==> src/rtl/joy_md6_scheduler.sv <==
// Megadrive 6-button poll sequencer: steps the select line through 8 phases, requests one
// decoder scan per phase, and commits merged per-port button words once per poll.
module joy_md6_scheduler #(
  parameter int unsigned POLL_DIV = 60000,
  parameter int unsigned SETTLE   = 8,
  parameter int unsigned TIMEOUT  = 4096
) (
  input  logic        clk,
  input  logic        rst_n,
  input  logic        enable,
  output logic        md_select,
  output logic        scan_req,
  input  logic        scan_done,
  input  logic [15:0] scan_data,
  output logic [11:0] joy1_btn,
  output logic [11:0] joy2_btn,
  output logic        joy1_md,
  output logic        joy2_md,
  output logic        joy1_six,
  output logic        joy2_six,
  output logic        frame_strobe,
  output logic        timeout_err
);

  localparam int unsigned DIV_W = $clog2(POLL_DIV + 1);
  localparam int unsigned SET_W = $clog2(SETTLE + 1);
  localparam int unsigned TMO_W = $clog2(TIMEOUT + 1);
  localparam logic [DIV_W-1:0] DIV_LAST = DIV_W'(POLL_DIV);
  localparam logic [SET_W-1:0] SET_LAST = SET_W'(SETTLE - 1);
  localparam logic [TMO_W-1:0] TMO_LAST = TMO_W'(TIMEOUT - 1);
  // Shadow layout: [11:0] buttons, [12] md pad, [13] six-button pad.
  localparam logic [13:0] SH_RST = 14'h0FFF;

  typedef enum logic [2:0] {S_IDLE, S_SETUP, S_REQ, S_CAPTURE, S_COMMIT} state_e;

  state_e           state_q, state_d;
  logic [2:0]       phase_q, phase_d;
  logic [DIV_W-1:0] div_q, div_d;
  logic [SET_W-1:0] set_q, set_d;
  logic [TMO_W-1:0] tmo_q, tmo_d;
  logic [11:0]      data_q, data_d;
  logic [13:0]      sh1_q, sh1_d, sh2_q, sh2_d;
  logic             md_select_q, md_select_d, scan_req_q, scan_req_d;
  logic [11:0]      joy1_btn_q, joy1_btn_d, joy2_btn_q, joy2_btn_d;
  logic             joy1_md_q, joy1_md_d, joy2_md_q, joy2_md_d;
  logic             joy1_six_q, joy1_six_d, joy2_six_q, joy2_six_d;
  logic             frame_strobe_q, frame_strobe_d, timeout_err_q, timeout_err_d;
  logic             abort_s;
  logic [13:0]      fin1_s, fin2_s;
  logic             unused_s;

  // pins = {pin1,pin2,pin3,pin4,pin6,pin9} of one port for the given phase.
  function automatic logic [13:0] capture_phase(input logic [2:0] p, input logic [5:0] pins,
                                                input logic [13:0] sh);
    logic [13:0] r;
    r = sh;
    case (p)
      3'd0: begin
        r[0] = pins[5]; r[1] = pins[4]; r[2] = pins[3]; r[3] = pins[2];
        r[4] = pins[1]; r[5] = pins[0];
      end
      3'd1: begin
        r[12] = (pins[3:2] == 2'b00); r[6] = pins[1]; r[7] = pins[0];
      end
      3'd5: r[13] = (pins[5:2] == 4'b0000);
      3'd6: begin
        r[8] = pins[5]; r[9] = pins[4]; r[10] = pins[3]; r[11] = pins[2];
      end
      default: r = sh;
    endcase
    return r;
  endfunction

  // Buttons a pad type cannot report are forced released.
  function automatic logic [13:0] finalize(input logic [13:0] sh);
    logic [13:0] r;
    r = sh;
    if (!sh[12]) begin
      r[11:6] = 6'h3F;
      r[13]   = 1'b0;
    end else if (!sh[13]) begin
      r[11:8] = 4'hF;
    end else begin
      r = sh;
    end
    return r;
  endfunction

  assign abort_s  = (state_q == S_REQ) && !scan_done && (tmo_q == TMO_LAST);
  assign fin1_s   = finalize(sh1_q);
  assign fin2_s   = finalize(sh2_q);
  assign unused_s = ^{scan_data[9:8], scan_data[1:0]};

  // State and datapath registers.
  always_ff @(posedge clk or negedge rst_n) begin
    if (!rst_n) begin
      state_q <= S_IDLE;   phase_q <= 3'd0;    div_q <= '0;      set_q <= '0;
      tmo_q   <= '0;       data_q  <= 12'h000; sh1_q <= SH_RST;  sh2_q <= SH_RST;
    end else begin
      state_q <= state_d;  phase_q <= phase_d; div_q <= div_d;   set_q <= set_d;
      tmo_q   <= tmo_d;    data_q  <= data_d;  sh1_q <= sh1_d;   sh2_q <= sh2_d;
    end
  end

  // Next-state and datapath update.
  always_comb begin
    state_d = state_q; phase_d = phase_q; div_d = div_q; set_d = set_q;
    tmo_d   = tmo_q;   data_d  = data_q;  sh1_d = sh1_q; sh2_d = sh2_q;
    case (state_q)
      S_IDLE: begin
        if (div_q != DIV_LAST) begin
          div_d = div_q + DIV_W'(1);
        end else if (enable) begin
          state_d = S_SETUP; phase_d = 3'd0; set_d = '0;
          sh1_d   = SH_RST;  sh2_d   = SH_RST;
        end else begin
          div_d = div_q;
        end
      end
      S_SETUP: begin
        if (set_q == SET_LAST) begin
          state_d = S_REQ; tmo_d = '0;
        end else begin
          set_d = set_q + SET_W'(1);
        end
      end
      S_REQ: begin
        if (scan_done) begin
          data_d  = {scan_data[15:10], scan_data[7:2]};
          state_d = S_CAPTURE;
        end else if (abort_s) begin
          state_d = S_IDLE; div_d = '0;
        end else begin
          tmo_d = tmo_q + TMO_W'(1);
        end
      end
      S_CAPTURE: begin
        sh1_d = capture_phase(phase_q, data_q[5:0], sh1_q);
        sh2_d = capture_phase(phase_q, data_q[11:6], sh2_q);
        if (phase_q == 3'd7) begin
          state_d = S_COMMIT;
        end else begin
          phase_d = phase_q + 3'd1; set_d = '0; state_d = S_SETUP;
        end
      end
      S_COMMIT: begin
        state_d = S_IDLE; div_d = '0;
      end
      default: begin
        state_d = S_IDLE; div_d = '0;
      end
    endcase
  end

  // Output next values; select only moves on SETUP entry or when leaving the poll.
  always_comb begin
    md_select_d    = 1'b1;
    scan_req_d     = (state_d == S_REQ);
    frame_strobe_d = (state_q == S_COMMIT);
    joy1_btn_d = joy1_btn_q; joy1_md_d = joy1_md_q; joy1_six_d = joy1_six_q;
    joy2_btn_d = joy2_btn_q; joy2_md_d = joy2_md_q; joy2_six_d = joy2_six_q;
    timeout_err_d = timeout_err_q;
    if ((state_d == S_SETUP) || (state_d == S_REQ) || (state_d == S_CAPTURE)) begin
      md_select_d = ~phase_d[0];
    end else begin
      md_select_d = 1'b1;
    end
    if (state_q == S_COMMIT) begin
      joy1_btn_d = fin1_s[11:0]; joy1_md_d = fin1_s[12]; joy1_six_d = fin1_s[13];
      joy2_btn_d = fin2_s[11:0]; joy2_md_d = fin2_s[12]; joy2_six_d = fin2_s[13];
      timeout_err_d = 1'b0;
    end else if (abort_s) begin
      timeout_err_d = 1'b1;
    end else begin
      timeout_err_d = timeout_err_q;
    end
  end

  // Registered outputs.
  always_ff @(posedge clk or negedge rst_n) begin
    if (!rst_n) begin
      md_select_q <= 1'b1;    scan_req_q <= 1'b0;  frame_strobe_q <= 1'b0; timeout_err_q <= 1'b0;
      joy1_btn_q  <= 12'hFFF; joy1_md_q  <= 1'b0;  joy1_six_q <= 1'b0;
      joy2_btn_q  <= 12'hFFF; joy2_md_q  <= 1'b0;  joy2_six_q <= 1'b0;
    end else begin
      md_select_q <= md_select_d; scan_req_q <= scan_req_d;
      frame_strobe_q <= frame_strobe_d; timeout_err_q <= timeout_err_d;
      joy1_btn_q <= joy1_btn_d; joy1_md_q <= joy1_md_d; joy1_six_q <= joy1_six_d;
      joy2_btn_q <= joy2_btn_d; joy2_md_q <= joy2_md_d; joy2_six_q <= joy2_six_d;
    end
  end

  assign md_select    = md_select_q;
  assign scan_req     = scan_req_q;
  assign frame_strobe = frame_strobe_q;
  assign timeout_err  = timeout_err_q;
  assign joy1_btn     = joy1_btn_q;
  assign joy2_btn     = joy2_btn_q;
  assign joy1_md      = joy1_md_q;
  assign joy2_md      = joy2_md_q;
  assign joy1_six     = joy1_six_q;
  assign joy2_six     = joy2_six_q;

endmodule

==> config.mk <==
export PLATFORM = sky130hd
export DESIGN_NAME = joy_md6_scheduler
export DESIGN_NICKNAME = d
export VERILOG_FILES = /design/src/rtl/joy_md6_scheduler.sv
export SDC_FILE = /design/constraint.sdc
export NUM_CORES = 1
export LEC_CHECK = 0
export ABC_AREA = 1
export CORE_MARGIN = 1
export CORE_UTILIZATION = 60
export DETAILED_ROUTE_END_ITERATION = 8
export GPL_TIMING_DRIVEN = 0
export HOLD_SLACK_MARGIN = 0.12
export PLACE_DENSITY = 0.94
export SLEW_MARGIN = 20
export SYNTH_ARGS = -nofsm -noshare
export SYNTH_HDL_FRONTEND = slang
export SYNTH_SLANG_ARGS = --single-unit
export TNS_END_PERCENT = 50
==> constraint.sdc <==
create_clock -name clk -period 4 [get_ports clk]
set_input_delay 1.2 -clock clk [delete_from_list [all_inputs] [get_ports clk]]
set_output_delay 1.2 -clock clk [all_outputs]
set_load 0.03 [all_outputs]
-- Word level (Yosys, flattened, before mapping)
Index checks and enable logic that the tools add are counted.
- reduce and logical (&&, ||, !) cells: 25
- add/sub/neg operators: 4
- mux-type cells: 49
- equal/unequal tests: 27
- bitwise logic cells: 2
- operator list (kind ; count):
    $pmux 14 s2 ; 2
    $mux 16 ; 3
    $pmux 16 s3 ; 1
    $mux 13 ; 3
    $mux 4 ; 8
    $mux 14 ; 2
    $reduce_and 4->1 ; 7
    $mux 3 ; 9
    $pmux 13 s2 ; 1
    $mux 6 ; 4
    $ne 2x2->1 const B ; 9
    $add 16x1->16 const B ; 1
    $ne 16x16->1 const B ; 1
    $add 13x1->13 const B ; 1
    $eq 13x12->1 const B ; 1
    $eq 3x2->1 const B ; 4
    $eq 3x3->1 const B ; 4
    $pmux 3 s4 ; 1
    $pmux 4 s3 ; 1
    $mux 1 ; 11
    $eq 3x1->1 const B ; 3
    $logic_not 4->1 ; 2
    $ne 2x1->1 const B ; 4
    $logic_not 3->1 ; 2
    15 further kinds ; 22
- flip-flop bits (word level): 111
- output and inout port bits: 32
- word-level logic and storage cells: 132
- bits of input ports: 20

-- Depth between registers and ports, before layout
- word-level depth: 10
- mapped depth: 11
- mapped depth without buffers: 11

-- Worst setup path after synthesis
OpenSTA, ideal clock, no wires.
- kind: in2reg
- start point: in scan_done
- end point: reg div_q[9]
- buffers on the path: 1
- cell stages on the path: 7
- arrival time: 1.813 ns
- setup time: 0.117 ns
- data required time: 3.883 ns
- setup slack: 2.071 ns
- cells stage by stage: nor2_4 -> nand2_2 -> nand2_2 -> nand3_4 -> buf_6 -> nand2_1 -> nand2_1
- longest elaborated chain between the ends: 5
- elaborated cells between the ends (all ways): 6
- those cells by class: 2 x eq/ne; 4 x reduce/logical
- RTL lines (item ; line ; source):
    start: declaration ; 13 ; input logic scan_done,
    $logic_not 1->1 ; 89 ; assign abort_s = (state_q == S_REQ) && !scan_done && (tmo_q == TMO_LAST);
    $logic_and 1x1->1 (2 in series) ; 89 ;
    $ne 2x2->1 (no line) ; - ;
    $reduce_and 4->1 (no line) * ; - ;
    end signal: assignment ; 100 ; state_q <= state_d; phase_q <= phase_d; div_q <= div_d; set_q <= set_d;
    end: declaration ; 38 ; logic [DIV_W-1:0] div_q, div_d;
Every way passes the cells marked *; elsewhere a longest branch is shown, timed or not.
A chain may end at the register's enable or synchronous reset.

-- Worst setup path after layout
- start point: reg joy1_btn_q[11], in the netlist joy1_btn[11]
- end point: out joy1_btn[11]
- RTL lines (item ; line ; source):
    start: declaration ; 44 ; logic [11:0] joy1_btn_q, joy1_btn_d, joy2_btn_q, joy2_btn_d;
    start signal: assignment ; 188 ; joy1_btn_q <= joy1_btn_d; joy1_md_q <= joy1_md_d; joy1_six_q <= joy1_six_d;
    end: declaration ; 15 ; output logic [11:0] joy1_btn,
No word-level cell between the ends.

==> flow_summary.json <==
{
  "mappedNetlistNets": 661,
  "setup_repair_after_global_routing_missed_its_margin": "no",
  "final_antenna_net_count": 0,
  "largest_driver_fanout_on_the_critical_path": 2,
  "pwr_density_cell_mw_per_mm2": 595,
  "global_route.overflow_total": 0,
  "fp.dieH_um": 97.5,
  "track_usage_pct": 25.5,
  "crit_chain": "clkdlybuf4s50_1",
  "slew_viol_final": 0,
  "gp_routability_congestion": 0.901,
  "port-buffer-count": 47,
  "cts.clk_slew.worst_paths_ns": 0.12,
  "boundary_pins": 52,
  "vdd_drop_max_mv": 0.275,
  "async_reset_ff_share_pct": 100,
  "min_period_ns": 2.82,
  "clock_insertion_delay_worst_skew_ns": 0.38,
  "antenna_violations_before_repair": 0,
  "cts.sinks": 111,
  "dominantRegCellSynth": "sky130_fd_sc_hd__dfrtp_1",
  "timing.setup.critical_path_class": "flip-flop to primary output",
  "postRouteWirelength_um": 11600,
  "timing.clock.skew_ns": 0.0150,
  "net_count_of_the_finished_layout": 720,
  "n_fill_cell": 611,
  "multiInputGateArea_mm2": 0.00237,
  "status": "complete, no violations",
  "synth.lib_cells_used.distinct": 35,
  "dieArea_mm2": 0.00951,
  "arrival_ns": 1.62,
  "max_stage_delay_ns": 0.67,
  "cp.required_ns": 2.80,
  "wire_length_of_the_first_global_routing_pass_um": 19400,
  "vias": 4423,
  "initial_utilization_pct": 62.4,
  "cp_top_delay_family": "buffers and inverters",
  "ctsResizeCount": 0,
  "synth_sequential_area_ratio_pct": 51.9,
  "critPathBufInv": 1,
  "area_growth_pct": 15.3,
  "design_power_total_mw": 3.76,
  "max_freq_ghz": 0.355,
  "final_hold_viol_count": 0,
  "grt_start_max_net_pins": 83,
  "synth_seq_cells": 111,
  "final_cell_area_mm2": 0.00631,
  "tritoncts_clock_tree": "built",
  "top_area_cell_type_share_of_the_netlist_area_pct": 28.4,
  "drtPass1Iterations": 5,
  "max_slew.worst_pin.slew_ns": 0.472,
  "setup.worst_path.start_class": "flip-flop",
  "regArea_mm2": 0.00284,
  "remaining_drc_errors": 0,
  "cts_root_buf": "sky130_fd_sc_hd__clkbuf_8",
  "routedWlPerCell_um": 14.4,
  "post_synth_instance_area_mm2": 0.00547,
  "max-slew-margin-rel_pct": 68.5,
  "finalCritPeriodShare_pct": 70.4,
  "synth-edff-count": 0,
  "setup_viol": 0,
  "dieWidth_um": 97.5,
  "timing.critical_path.to_type": "primary output",
  "tritoncts.num_buffers": 9,
  "netlist.top_cell.by_area": "sky130_fd_sc_hd__dfrtp_1",
  "drtIter0Drc": 269,
  "synthesized_area_divided_by_synthesized_cell_count_um2": 8.66,
  "placed_area_mm2": 0.00611,
  "clockBufferDepth": 2,
  "n_antenna_cell": 0,
  "placeableCoreArea_mm2": 0.00876,
  "regToRegSetupSlack_ns": 2.05,
  "top_area_cells_in_the_synthesized_netlist": "sky130_fd_sc_hd__dfrtp_1 28%, sky130_fd_sc_hd__dfstp_2 24%, sky130_fd_sc_hd__nand2_1 17%",
  "viasPerCell": 5.50,
  "h-tree-depth": 3,
  "worst_hold_class": "flip-flop to flip-flop",
  "dp.final_hpwl_um": 8520,
  "yosys_warnings": 0,
  "synthesized_instance_count": 632,
  "timing.max_cap.violations": 0,
  "hold_buffers": 0,
  "floorplan.rows": 34,
  "slowest_stage": "sky130_fd_sc_hd__clkdlybuf4s50_1",
  "cellLeakagePower_nw": 2.91,
  "post_route_cells_drive_above_1_share_pct": 20.5,
  "first_global_vias": 4184,
  "total_setup_buffers_inserted_after_cts": 0
}
-- Yosys cell counts (6+ instances only) --
cell	n
sky130_fd_sc_hd__buf_6	6
sky130_fd_sc_hd__dfrtp_1	62
sky130_fd_sc_hd__dfstp_2	49
sky130_fd_sc_hd__ha_1	9
sky130_fd_sc_hd__inv_1	36
sky130_fd_sc_hd__nand2_1	249
sky130_fd_sc_hd__nand2_2	8
sky130_fd_sc_hd__nand3_1	20
sky130_fd_sc_hd__nand4_1	7
sky130_fd_sc_hd__nor2_1	63
sky130_fd_sc_hd__nor2_4	7
sky130_fd_sc_hd__o21ai_0	13
sky130_fd_sc_hd__o21ai_2	27
sky130_fd_sc_hd__o22a_1	12
sky130_fd_sc_hd__xor2_1	10
-- path summary, 6_finish.rpt --
path	from	end	depth (start not counted)
max reg2reg	tmo_q[0]	div_q[3]	11
max	joy1_btn[11]	joy1_btn[11]	1
min reg2reg	sh1_q[2]	joy1_btn[2]	2
min	sh1_q[2]	joy1_btn[2]	2
min in group asynchronous	rst_n	tmo_q[4]	1
max in group asynchronous	rst_n	sh2_q[6]	2
-- cell families after synthesis --
| logic type | after synthesis | synth area share (%) |
|---|---|---|
| AOI/OAI and AO/OA | 63 | 8.74 |
| xor gates and xnor gates | 13 | 2.08 |
| adders and majority gates | 9 | 2.06 |
| buffers and inverters | 55 | 4.71 |
| DFF | 111 | 51.9 |
| and+or+nand+nor | 381 | 30.5 |
-- through the flow --
step / util [%] / worst slack, ns / std cells / TNS, ns / hold WS [ns]
2_1_floorplan: - / 2.07 / 632 / 0 / 0.443
3_3_place_gp: 69.3 / -2.13 / 787 / -174.65 / 0.454
3_5_place_dp: 69.7 / 1.28 / 788 / 0 / 0.453
4_1_cts: 72.0 / 1.17 / 804 / 0 / 0.472
5_1_grt: 72.0 / 1.14 / 804 / 0 / 0.478
6_report: 72.0 / 1.18 / 804 / 0 / 0.473
-- layout by cell type, fill, tap and decap left out, types with 4 or more instances in the layout --
| cell | n |
|---|---|
| sky130_fd_sc_hd__xor2_1 | 10 |
| sky130_fd_sc_hd__dfstp_2 | 49 |
| sky130_fd_sc_hd__buf_6 | 7 |
| sky130_fd_sc_hd__nand2_1 | 249 |
| sky130_fd_sc_hd__clkdlybuf4s50_1 | 46 |
| sky130_fd_sc_hd__nand3_1 | 20 |
| sky130_fd_sc_hd__o22a_1 | 12 |
| sky130_fd_sc_hd__clkbuf_8 | 9 |
| sky130_fd_sc_hd__a21oi_1 | 4 |
| sky130_fd_sc_hd__inv_2 | 5 |
| sky130_fd_sc_hd__inv_1 | 36 |
| sky130_fd_sc_hd__nor2_2 | 5 |
| sky130_fd_sc_hd__nor3_1 | 5 |
| sky130_fd_sc_hd__nand4_1 | 7 |
| sky130_fd_sc_hd__nand2_2 | 8 |
| sky130_fd_sc_hd__o21ai_2 | 27 |
| sky130_fd_sc_hd__dfrtp_1 | 62 |
| sky130_fd_sc_hd__o21ai_0 | 13 |
| sky130_fd_sc_hd__nor2_4 | 7 |
| sky130_fd_sc_hd__ha_1 | 9 |
| sky130_fd_sc_hd__or2_2 | 4 |
| sky130_fd_sc_hd__nor2_1 | 63 |
| sky130_fd_sc_hd__nand2_4 | 4 |
-- layout make-up --
class                      count  area share, %
sequential                   111           45.0
tap                          108           2.14
buffer                        12           1.49
clock buffer                   9           1.96
timing repair buffer          48           7.91
clock inverter                 7           1.29
multi-input combinational    466           37.6
inverter                      43           2.60
-- sequential cells by signal, indices dropped and copies added (netlist names), 4 cells and up --
register,cells
div_q,16
sh1_q,14
sh2_q,14
tmo_q,13
data_q,12
joy1_btn,12
joy2_btn,12
set_q,4
-- per-layer routing --
| metal | share of wire, % | vias up | wire [µm] | track usage [%] |
|---|---|---|---|---|
| met1 | 43 | 2130 | 4960 | 33.3 |
| met5 | 0 | - | 0 | 0 |
| met4 | 2.0 | 0 | 229 | 8.82 |
| met3 | 4.6 | 23 | 530 | 4.60 |
| met2 | 51 | 143 | 5840 | 42.7 |
| li1 | - | 2127 | - | - |
-- tightest hold or removal path: cells and delay by family (launching register included) --
family,cells,cell delay (ns)
flip-flops,1,0.39
AND/OR/NAND/NOR,2,0.09
-- power by group --
| group | internal, mW | switching, mW | total (mW) |
|---|---|---|---|
| Sequential | 1.52 | 0.245 | 1.77 |
| Clock | 0.256 | 0.426 | 0.682 |
| Combinational | 0.492 | 0.815 | 1.31 |
Power figures use the tool's default switching activity.
